File: src/rtl/mem_ctrl.sv
// Load/store front end for a word-wide, one-cycle-latency sram.
// Handles byte/halfword/word accesses, read-modify-write sub-word stores, and error responses.
module mem_ctrl #(
  parameter int unsigned MEM_WORDS = 16384
) (
  input  logic        clk,
  input  logic        rst,
  input  logic        req_valid,
  output logic        req_ready,
  input  logic        req_wr,
  input  logic [1:0]  req_size,
  input  logic        req_signed,
  input  logic [31:0] req_addr,
  input  logic [31:0] req_wdata,
  output logic        resp_valid,
  output logic        resp_err,
  output logic [31:0] resp_rdata,
  output logic        sram_rd_en,
  output logic        sram_wr_en,
  output logic [15:0] sram_addr,
  output logic [31:0] sram_idata,
  input  logic [31:0] sram_odata
);

  localparam int unsigned DW = 32;
  localparam int unsigned AW = 16;
  localparam int unsigned HW = 16;

  localparam logic [1:0] SZ_BYTE = 2'b00;
  localparam logic [1:0] SZ_HALF = 2'b01;
  localparam logic [1:0] SZ_WORD = 2'b10;
  localparam logic [1:0] SZ_RSVD = 2'b11;

  typedef enum logic [2:0] {
    IDLE,
    READ,
    READ_CAP,
    RMW_READ,
    RMW_MERGE,
    WRITE
  } state_e;

  state_e          state_q, state_d;
  logic            ready_q, ready_d;
  logic            resp_valid_q, resp_valid_d;
  logic            resp_err_q, resp_err_d;
  logic [DW-1:0]   resp_rdata_q, resp_rdata_d;
  logic            rd_en_q, rd_en_d;
  logic            wr_en_q, wr_en_d;
  logic [AW-1:0]   addr_q, addr_d;
  logic [DW-1:0]   idata_q, idata_d;
  logic [1:0]      size_q, size_d;
  logic            sgn_q, sgn_d;
  logic [1:0]      lane_q, lane_d;
  logic [HW-1:0]   wdata_q, wdata_d;
  logic            req_err_c;

  // Select the addressed lane of a fetched word and extend it to 32 bits.
  function automatic logic [DW-1:0] load_extract(input logic [DW-1:0] word,
                                                 input logic [1:0]    size,
                                                 input logic          sgn,
                                                 input logic [1:0]    lane);
    logic [7:0]    b;
    logic [HW-1:0] h;
    logic [DW-1:0] r;
    case (lane)
      2'd0:    b = word[7:0];
      2'd1:    b = word[15:8];
      2'd2:    b = word[23:16];
      default: b = word[31:24];
    endcase
    h = lane[1] ? word[31:16] : word[15:0];
    case (size)
      SZ_BYTE: r = {{24{sgn & b[7]}}, b};
      SZ_HALF: r = {{16{sgn & h[15]}}, h};
      default: r = word;
    endcase
    return r;
  endfunction

  // Overlay the store data onto the addressed lane(s) of the old word.
  function automatic logic [DW-1:0] store_merge(input logic [DW-1:0] word,
                                                input logic [HW-1:0] wd,
                                                input logic [1:0]    size,
                                                input logic [1:0]    lane);
    logic [DW-1:0] r;
    r = word;
    if (size == SZ_HALF) begin
      if (lane[1]) r[31:16] = wd;
      else         r[15:0]  = wd;
    end else begin
      case (lane)
        2'd0:    r[7:0]   = wd[7:0];
        2'd1:    r[15:8]  = wd[7:0];
        2'd2:    r[23:16] = wd[7:0];
        default: r[31:24] = wd[7:0];
      endcase
    end
    return r;
  endfunction

  assign req_err_c = (req_size == SZ_RSVD)
                   | ((req_size == SZ_HALF) & req_addr[0])
                   | ((req_size == SZ_WORD) & (|req_addr[1:0]))
                   | ({2'b00, req_addr[31:2]} >= 32'(MEM_WORDS));

  always_ff @(posedge clk or negedge rst) begin
    if (!rst) begin
      state_q      <= IDLE;
      ready_q      <= 1'b1;
      resp_valid_q <= 1'b0;
      resp_err_q   <= 1'b0;
      resp_rdata_q <= '0;
      rd_en_q      <= 1'b0;
      wr_en_q      <= 1'b0;
      addr_q       <= '0;
      idata_q      <= '0;
      size_q       <= '0;
      sgn_q        <= 1'b0;
      lane_q       <= '0;
      wdata_q      <= '0;
    end else begin
      state_q      <= state_d;
      ready_q      <= ready_d;
      resp_valid_q <= resp_valid_d;
      resp_err_q   <= resp_err_d;
      resp_rdata_q <= resp_rdata_d;
      rd_en_q      <= rd_en_d;
      wr_en_q      <= wr_en_d;
      addr_q       <= addr_d;
      idata_q      <= idata_d;
      size_q       <= size_d;
      sgn_q        <= sgn_d;
      lane_q       <= lane_d;
      wdata_q      <= wdata_d;
    end
  end

  always_comb begin
    state_d      = state_q;
    ready_d      = ready_q;
    resp_valid_d = 1'b0;
    resp_err_d   = 1'b0;
    resp_rdata_d = '0;
    rd_en_d      = 1'b0;
    wr_en_d      = 1'b0;
    addr_d       = addr_q;
    idata_d      = idata_q;
    size_d       = size_q;
    sgn_d        = sgn_q;
    lane_d       = lane_q;
    wdata_d      = wdata_q;

    case (state_q)
      IDLE: begin
        if (req_valid) begin
          if (req_err_c) begin
            resp_valid_d = 1'b1;
            resp_err_d   = 1'b1;
          end else begin
            size_d  = req_size;
            sgn_d   = req_signed;
            lane_d  = req_addr[1:0];
            wdata_d = req_wdata[HW-1:0];
            addr_d  = {2'b00, req_addr[15:2]};
            if (!req_wr) begin
              rd_en_d = 1'b1;
              state_d = READ;
            end else if (req_size == SZ_WORD) begin
              wr_en_d = 1'b1;
              idata_d = req_wdata;
              state_d = WRITE;
            end else begin
              rd_en_d = 1'b1;
              state_d = RMW_READ;
            end
          end
        end
      end
      READ:      state_d = READ_CAP;
      READ_CAP: begin
        resp_valid_d = 1'b1;
        resp_rdata_d = load_extract(sram_odata, size_q, sgn_q, lane_q);
        state_d      = IDLE;
      end
      RMW_READ:  state_d = RMW_MERGE;
      RMW_MERGE: begin
        idata_d = store_merge(sram_odata, wdata_q, size_q, lane_q);
        wr_en_d = 1'b1;
        state_d = WRITE;
      end
      WRITE: begin
        resp_valid_d = 1'b1;
        state_d      = IDLE;
      end
      default:   state_d = IDLE;
    endcase

    // Ready tracks the state being entered so back-to-back requests see no bubble.
    ready_d = (state_d == IDLE);
  end

  assign req_ready  = ready_q;
  assign resp_valid = resp_valid_q;
  assign resp_err   = resp_err_q;
  assign resp_rdata = resp_rdata_q;
  assign sram_rd_en = rd_en_q;
  assign sram_wr_en = wr_en_q;
  assign sram_addr  = addr_q;
  assign sram_idata = idata_q;

endmodule

File: config.mk
export PLATFORM = sky130hd
export DESIGN_NAME = mem_ctrl
export DESIGN_NICKNAME = d
export VERILOG_FILES = /design/src/rtl/mem_ctrl.sv
export SDC_FILE = /design/constraint.sdc
export NUM_CORES = 1
export LEC_CHECK = 0
export ABC_AREA = 1
export BUFFER_PORTS_ARGS = -buffer_cell sky130_fd_sc_hd__buf_4
export CAP_MARGIN = 20
export CORE_MARGIN = 2
export CORE_UTILIZATION = 50
export DETAILED_ROUTE_END_ITERATION = 16
export GPL_ROUTABILITY_DRIVEN = 0
export PLACE_DENSITY_LB_ADDON = 0.2
export SLEW_MARGIN = 20
export SYNTH_ARGS = -nofsm -noshare
export SYNTH_HDL_FRONTEND = slang
export SYNTH_SLANG_ARGS = --single-unit
export TNS_END_PERCENT = 5
File: constraint.sdc
create_clock -name clk -period 1.76 [get_ports clk]
set_input_delay 0.352 -clock clk [delete_from_list [all_inputs] [get_ports clk]]
set_output_delay 0.352 -clock clk [all_outputs]
set_load 0.02 [all_outputs]
# [Word-level counts from Yosys, hierarchy flattened]
# Cells that the tools add are included.
[totals] reg_bits=107 in_bits=103 out_inout_bits=85 word_cells=83
[op_classes] n_lt_le_gt_ge=1 eq_ne=15 muxes=36 bitwise_logic=8 reduce_logical=10
[ops] cell="$mux 32" n=6
[ops] cell="$pmux 32 s2" n=2
[ops] cell="$mux 16" n=3
[ops] cell="$mux 8" n=5
[ops] cell="$ge 30x15->1 const B" n=1
[ops] cell="$pmux 8 s3" n=1
[ops] cell="$mux 1" n=12
[ops] cell="$mux 3" n=4
[ops] cell="$pmux 3 s4" n=1
[ops] cell="$ne 2x2->1 const B" n=4
[ops] cell="$eq 2x1->1 const B" n=3
[ops] cell="$eq 2x2->1 const B" n=3
[ops] cell="$eq 3x2->1 const B" n=2
[ops] cell="$eq 3x3->1 const B" n=2
[ops] cell="$logic_not 3->1" n=2
[ops] cell="$reduce_and 5->1" n=1
[ops] cell="$and 1x1->1" n=4
[ops] cell="$logic_not 2->1" n=2
[ops] cell="$pmux 1 s2" n=2
[ops] cell="$reduce_or 2->1" n=2
[ops] cell="$eq 3x1->1 const B" n=1
[ops] cell="$or 1x1->1" n=3
[ops] cell="$reduce_and 3->1" n=1
[ops] cell="$reduce_or 3->1" n=1
[ops] cell="2 further kinds" n=2

# [Longest topological paths before layout]
# Gate-level depths: netlist of run 1.
[depth] word_depth=9 mapped_depth=10 mapped_depth_nobuf=10

# [Least setup slack after synthesis of run 1]
# No wires, ideal clock.
[synth_timing] path_kind="input -> register" from="input port req_addr[17]" to="register idata_q[17] (netlist: sram_idata[17])" setup_time_ns=0.126 t_arrival_ns=1.422 required_time_ns=1.634 path_slack_ns=0.213 stages=8 n_path_buf=1 path_cell_list="or2_1 -> nor2_1 -> nand2_1 -> nor2_4 -> nand3_4 -> nand2_4 -> buf_4 -> a21oi_1"
[synth_between] elab_chain_cells=4
[synth_rtl] element="start: declaration" line="13" source="input logic [31:0] req_addr,"
[synth_rtl] element="$ge 30x15->1" line="105" source="| ({2'b00, req_addr[31:2]} >= 32'(MEM_WORDS));"
[synth_rtl] element="$or 1x1->1" line="105"
[synth_rtl] element="$ne 2x2->1 (no line)"
[synth_rtl] element="$reduce_and 5->1 (no line)"
[synth_rtl] element="end signal: assignment" line="131" source="idata_q <= idata_d;"
[synth_rtl] element="end: declaration" line="51" source="logic [DW-1:0] idata_q, idata_d;"
# Every way passes these cells.
# A chain may end at the register's enable or synchronous reset.

# [Final worst setup path of run 1]
[layout_timing] from="register state_q[0]" to="register resp_rdata_q[0] (netlist: resp_rdata[0])"
[layout_between] elab_chain_cells=2
[layout_rtl] element="start: declaration" line="43" source="state_e state_q, state_d;"
[layout_rtl] element="start signal: assignment" line="123" source="state_q <= state_d;"
[layout_rtl] element="$eq 3x2->1" line="154" source="case (state_q)"
[layout_rtl] element="$mux 32" line="154"
[layout_rtl] element="via resp_rdata_d[0]" line="47" source="logic [DW-1:0] resp_rdata_q, resp_rdata_d;"
[layout_rtl] element="end signal: assignment" line="127" source="resp_rdata_q <= resp_rdata_d;"
[layout_rtl] element="end: declaration" line="47"
# The timed path passes the listed nets, and every way through them passes these cells.

==> results of run 1 <==
per-layer routing:
| metal | GRT usage, % | up-vias | wire length, µm |
|---|---|---|---|
| met3 | 5.62 | 62 | 1590 |
| li1 | - | 2894 | - |
| met1 | 39.3 | 2887 | 7610 |
| met2 | 46.9 | 328 | 8750 |
| met4 | 15.9 | 0 | 898 |
| met5 | 0 | - | 0 |
state kept, by name, summed over array words and instances, names as in the netlist:
signal / count
sram_idata: 32
lane_q: 2
resp_valid: 1
resp_err: 1
sram_wr_en: 1
state_q: 3
wdata_q: 16
sram_addr: 14
resp_rdata: 32
req_ready: 1
sgn_q: 1
size_q: 2
sram_rd_en: 1
power by group:
| part | internal [mW] | total, mW | switching, mW |
|---|---|---|---|
| registers | 2.95 | 3.25 | 0.307 |
| clock network | 1.28 | 2.19 | 0.909 |
| logic | 1.63 | 4.05 | 2.42 |
cell type report:
class	instances	area share [%]
Clock buffer	11	3.07
Clock inverter	4	0.951
Inverter	78	3.71
Multi-Input combinational cell	533	33.8
Sequential cell	107	34.0
Tap cell	143	2.27
Timing Repair Buffer	221	22.2
critical path: stages (launching register included):
cell     delay (ns)
dfrtp_1        0.47
nor3_1         0.49
inv_1          0.29
a31oi_1        0.31
metrics by stage:
stage,hold slack [ns],setup WS [ns],std cells
floorplan,0.0564,0.213,766
global placement,0.305,0.0831,1081
detailed placement,0.316,0.0222,1081
CTS,0.227,0.0997,1097
global route,0.236,0.000513,1097
finish,0.225,0.0683,1097
final timing paths:
path / end / slack, ns / depth (start not counted)
setup / recovery: resp_rdata[0] / 0.07 / 3
hold / removal: sram_addr[9] / 0.23 / 3
setup reg to reg: resp_rdata[0] / 0.07 / 3
hold reg to reg: sram_addr[6] / 0.48 / 2
max in group asynchronous: sram_idata[26] / 0.68 / 3
min in group asynchronous: resp_rdata[6] / 0.48 / 2
repair_timing:
| item | in CTS | in global routing |
|---|---|---|
| hold buffers | 1 | 0 |
| gates resized for setup | 0 | 6 |
| setup endpoints to repair | 0 | 7 |
| endpoints found under the hold margin | 26 | 0 |
layout by cell type, fill, tap and decap left out, types with 2 or more instances in the layout:
cell type / instances
buf_4: 212
nand2_1: 143
dfrtp_1: 103
nor2_1: 86
o21ai_0: 86
a21oi_1: 82
inv_1: 75
a21oi_2: 36
nand3_1: 34
o211ai_1: 18
a31oi_1: 9
clkbuf_16: 9
o21ai_1: 8
buf_12: 7
o22ai_1: 6
a31o_2: 6
inv_2: 3
nor2_2: 3
nand2_2: 3
dfrtp_2: 3
conb_1: 2
bufinv_16: 2
clkinvlp_4: 2
logic make-up (layout without fill, tap and decap cells):
family	count (synthesis)	after routing	share of synthesized area (%)
other cells	1	2	0.0637
buf+inv	126	314	9.30
simple gates	279	279	19.9
compound gates	252	252	25.2
flops	107	107	45.5
==> results_dict.tcl, run 1 <==
set metrics [dict create \
    status "finished clean" \
    end_kind "register" \
    ioPinCount 188 \
    finalHoldViolCount 0 \
    yosys_warnings 0 \
    peakVddDrop_v 0.000908 \
    root_buffer "clkbuf_16" \
    powerDensity_mw_per_mm2 1200 \
    grt_pass1_wl_um 29900 \
    routedWlPerCell_um 17.2 \
    max_cap_violations 0 \
    die_area_mm2 0.0127 \
    postCtsSetupRepairBufs 0 \
    r2r-start "state_q[0]" \
    post-route-period-util_pct 96.1 \
    drt-pass1-iter-count 5 \
    ant_nets 0 \
    numCtsBuffers 9 \
    finalNetCount 1053 \
    rsz0062_at_grt "no" \
    clkTransAtPathRegs_ns 0.07 \
    hpwl_um 14200 \
    finClkSkew_ns 0.00886 \
    drc_errors 0 \
    final_cell_area_mm2 0.00790 \
    drive_gt1_share_pct 31.0 \
    cts_tree "built" \
    arrival_ns 1.93 \
    synth.distinct_cells 33 \
    port_buffers 185 \
    diodes 0 \
    finalCriticalPeriod_ns 1.69 \
    grt_overflow 0 \
    vias 6171 \
    synth-edff-count 0 \
    cp-start-kind "register" \
    core_area_mm2 0.0115 \
    ys.flop_type "dfrtp_1" \
    fill_cells 944 \
    insertion_delay_ns 0.35 \
    worst_pin_slew_ns 0.518 \
    drt_wl_total_um 18900 \
    grt_pass1_vias 5978 \
    die_x_um 113 \
    ys_seq_area_share_pct 45.5 \
    synthToLayoutAreaGrowth_pct 34.1 \
    clockBufferDepth 2 \
    netlist_top_cells_count "nand2_1 (144), dfrtp_1 (106), nor2_1 (87)" \
    slew_viol_final 0 \
    multi_input_area_mm2 0.00267 \
    p_leak_nw 4.00 \
    syn-cell-area_mm2 0.00589 \
    slew_headroom_pct 65.2 \
    final_core_util_pct 68.9 \
    synth-seq-cells 107 \
    num_rows 39 \
    cp_max_fo 8 \
    clock-sinks 107 \
    setup_viol_count_final 0 \
    avgSynthCellArea_um2 7.70 \
    startpoint "state_q[0]" \
    max_freq_mhz 591 \
    via_per_inst 5.63 \
    ys_async_sr_fraction_pct 100 \
    htree_num_levels 3 \
    total_power_mw 9.49 \
    path_class "reg -> reg" \
    track_usage_pct 29.8 \
    chipHeight_um 113 \
    grt_max_degree 51 \
    syn-instance-count 765 \
    min_path_type "in -> reg" \
    cp.required_ns 2.00 \
    antenna_found_initial 0 \
    synth_area_leaders "dfrtp_1 (45%), nand2_1 (9.2%), o21ai_0 (7.3%), a21oi_1 (7.0%), nor2_1 (5.5%)" \
    yosysTopAreaCellShare_pct 45.0 \
    tns_ns 0 \
    yosysTopAreaCell "dfrtp_1" \
    holdCritStartpoint "req_addr[11]" \
    synth_most_common_cell "nand2_1" \
    placed_area_mm2 0.00756 \
    regArea_mm2 0.00268 \
    drt_iter0_drc 610 \
    start_util_pct 51.4 \
]
(Power assumes the default switching activity.)
==> run 2, diff against run 1 <==
--- a/config.mk
+++ b/config.mk
@@ -13,6 +13,7 @@
 export DETAILED_ROUTE_END_ITERATION = 16
 export GPL_ROUTABILITY_DRIVEN = 0
 export PLACE_DENSITY_LB_ADDON = 0.2
+export SETUP_SLACK_MARGIN = 0.2
 export SLEW_MARGIN = 20
 export SYNTH_ARGS = -nofsm -noshare
 export SYNTH_HDL_FRONTEND = slang
==> run 2 against run 1 <==
  * Routed wire length increased by 7.1%
  * Core utilization grew 3.7 points
  * Total power grew 5.9%
  * Non-clock buffer count rose by 23
  * Combinational power up 14%
  * Clock-buffer cell count stayed put
  * Via count is 4.0% higher
  * Die area unchanged
  * Cell count up 2.1%
  * Global-route usage increased by 0.43 points
  * Sequential power is essentially flat
  * Critical endpoint is now resp_rdata[23]
  * Largest cell class is now multi-input gates
==> results_dict.tcl, run 2 (synthesis gave the netlist of run 1 again) <==
set metrics [dict create \
    critical_path.top_delay_family "simple AND/OR/NAND/NOR gates" \
    port_buffers 185 \
    clkTransAtPathRegs_ns 0.07 \
    max_freq_mhz 611 \
    finClkSkew_ns 0.00909 \
    finalCriticalPeriod_ns 1.64 \
    end_kind "register" \
    r2r-start "lane_q[1]" \
    routed.top_layer "met4" \
    fill_cells 868 \
    finalHoldViolCount 0 \
    wl_met1_um 7730 \
    holdCritStartpoint "req_addr[11]" \
    hold-path-cell-count 3 \
    r2r_cells 9 \
    r2r_end "resp_rdata[23]" \
    max_cap_violations 0 \
    die_x_um 113 \
    slew_viol_final 0 \
    final_common_cell "buf_4" \
    diodes 0 \
    path_buf_inv 2 \
    peakVddDrop_v 0.000916 \
    wl_met3_um 2000 \
    grt_overflow 0 \
    post-route-period-util_pct 93.1 \
    drt-pass1-iter-count 6 \
    start_util_pct 51.4 \
    drc_errors 0 \
    core_area_mm2 0.0115 \
    setup_viol_count_final 0 \
    powerDensity_mw_per_mm2 1210 \
    crit_chain "buf_12, nor2_4, nand2_1, nand3_2, nand4_4, nand3_2, nand2_4, clkbuf_16, a21oi_2" \
    hold_end "sram_addr[9]" \
    cp-start-kind "register" \
    path_class "reg -> reg" \
    place_ws_ns 0.0222 \
    arrival_ns 1.93 \
    cts_tree "built" \
    cp_max_fo 7 \
    rsz0062_at_grt "yes" \
    ant_nets 0 \
    antenna_found_initial 0 \
    final_core_util_pct 72.6 \
    die_area_mm2 0.0127 \
    ioPinCount 188 \
    total_power_mw 10.0 \
    htree_num_levels 3 \
    slowest_delay_ns 0.49 \
    num_rows 39 \
    min_path_type "in -> reg" \
    layout_common_cells "buf_4 (221), nand2_1 (140), dfrtp_1 (102)" \
    track_usage_pct 30.3 \
    via_per_inst 5.73 \
    clock-sinks 107 \
    chipHeight_um 113 \
    vias 6415 \
    routedWlPerCell_um 18.0 \
    clockBufferDepth 2 \
    drt_iter0_drc 662 \
    insertion_delay_ns 0.35 \
    cp.required_ns 2.05 \
    met2_wirelength_um 9320 \
    root_buffer "clkbuf_16" \
    grt_max_degree 51 \
    synthToLayoutAreaGrowth_pct 41.3 \
    hpwl_um 14200 \
    final_cell_area_mm2 0.00833 \
    slowest_stage "dfrtp_2" \
    tns_ns 0 \
    drt_wl_total_um 20200 \
    reg2reg_slack_ns 0.12 \
    drive_gt1_share_pct 34.2 \
    grt_pass1_wl_um 30400 \
    setup_slack_ns 0.122 \
    crit_top_cell "nand3_2" \
    grt_pass1_vias 6046 \
    numCtsBuffers 9 \
    status "finished clean" \
    placed_area_mm2 0.00756 \
    finalNetCount 1076 \
    p_leak_nw 4.21 \
]
[run 2: changes by cell type in the layout (fill, tap and decap cells not counted), sizes merged]
| cell | previous run | this run |
|---|---|---|
| buf | 220 | 237 |
| clkbuf | 11 | 17 |
[run 2: where the power goes]
group | total [mW] | internal (mW) | leakage [nW] | switching [mW]
registers | 3.24 | 2.95 | 1.34 | 0.297
clock network | 2.19 | 1.28 | 0.148 | 0.908
logic | 4.62 | 1.97 | 2.73 | 2.65
total | 10.0 | 6.19 | 4.21 | 3.86
[run 2: metal layers]
layer  vias up  global-route usage [%]
li1       2941                       -
met1      2966                    39.8
met2       418                    47.5
met3        90                    5.83
met4         0                    16.3
met5         -                       0
[run 2: worst max-delay path by stage]
stage / start / cells after the start / slack [ns] / endpoint
global route: lane_q[1] / 9 / 0.06 / resp_rdata[27]
floorplan: req_addr[17] / 8 / 0.21 / sram_idata[17]
CTS: lane_q[1] / 7 / 0.12 / sram_idata[8]
detailed placement: req_size[0] / 11 / 0.02 / sram_idata[2]
global placement: req_addr[17] / 10 / 0.08 / sram_idata[28]
finish: lane_q[1] / 9 / 0.12 / resp_rdata[23]
[run 2: what timing repair did]
action,4_1_cts,5_1_grt
gates resized for setup,7,39
gates cloned,1,6
endpoints found under the setup margin,46,89
hold endpoints to repair,26,0
buffers inserted,5,11
pin swaps,3,8
hold buffers,1,0
[run 2: layout make-up]
cell class	count	area, µm²	share of cell area [%]
multi-input combinational	533	2750	33.0
sequential	107	2680	32.2
timing repair buffer	244	2100	25.3
inverter	78	295	3.55
clock buffer	11	243	2.92
tap	143	179	2.15
clock inverter	4	75.1	0.902
[run 2: tightest hold or removal path, cell delays in order]
cell	delay, ns
buf_4	0.08
nand3_1	0.06
nand2_1	0.06
[run 2: metrics by stage]
stage	instances	hold slack (ns)
4_1_cts	1103	0.227
2_1_floorplan	766	0.0564
6_report	1120	0.227
3_5_place_dp	1081	0.316
5_1_grt	1120	0.236
3_3_place_gp	1081	0.305
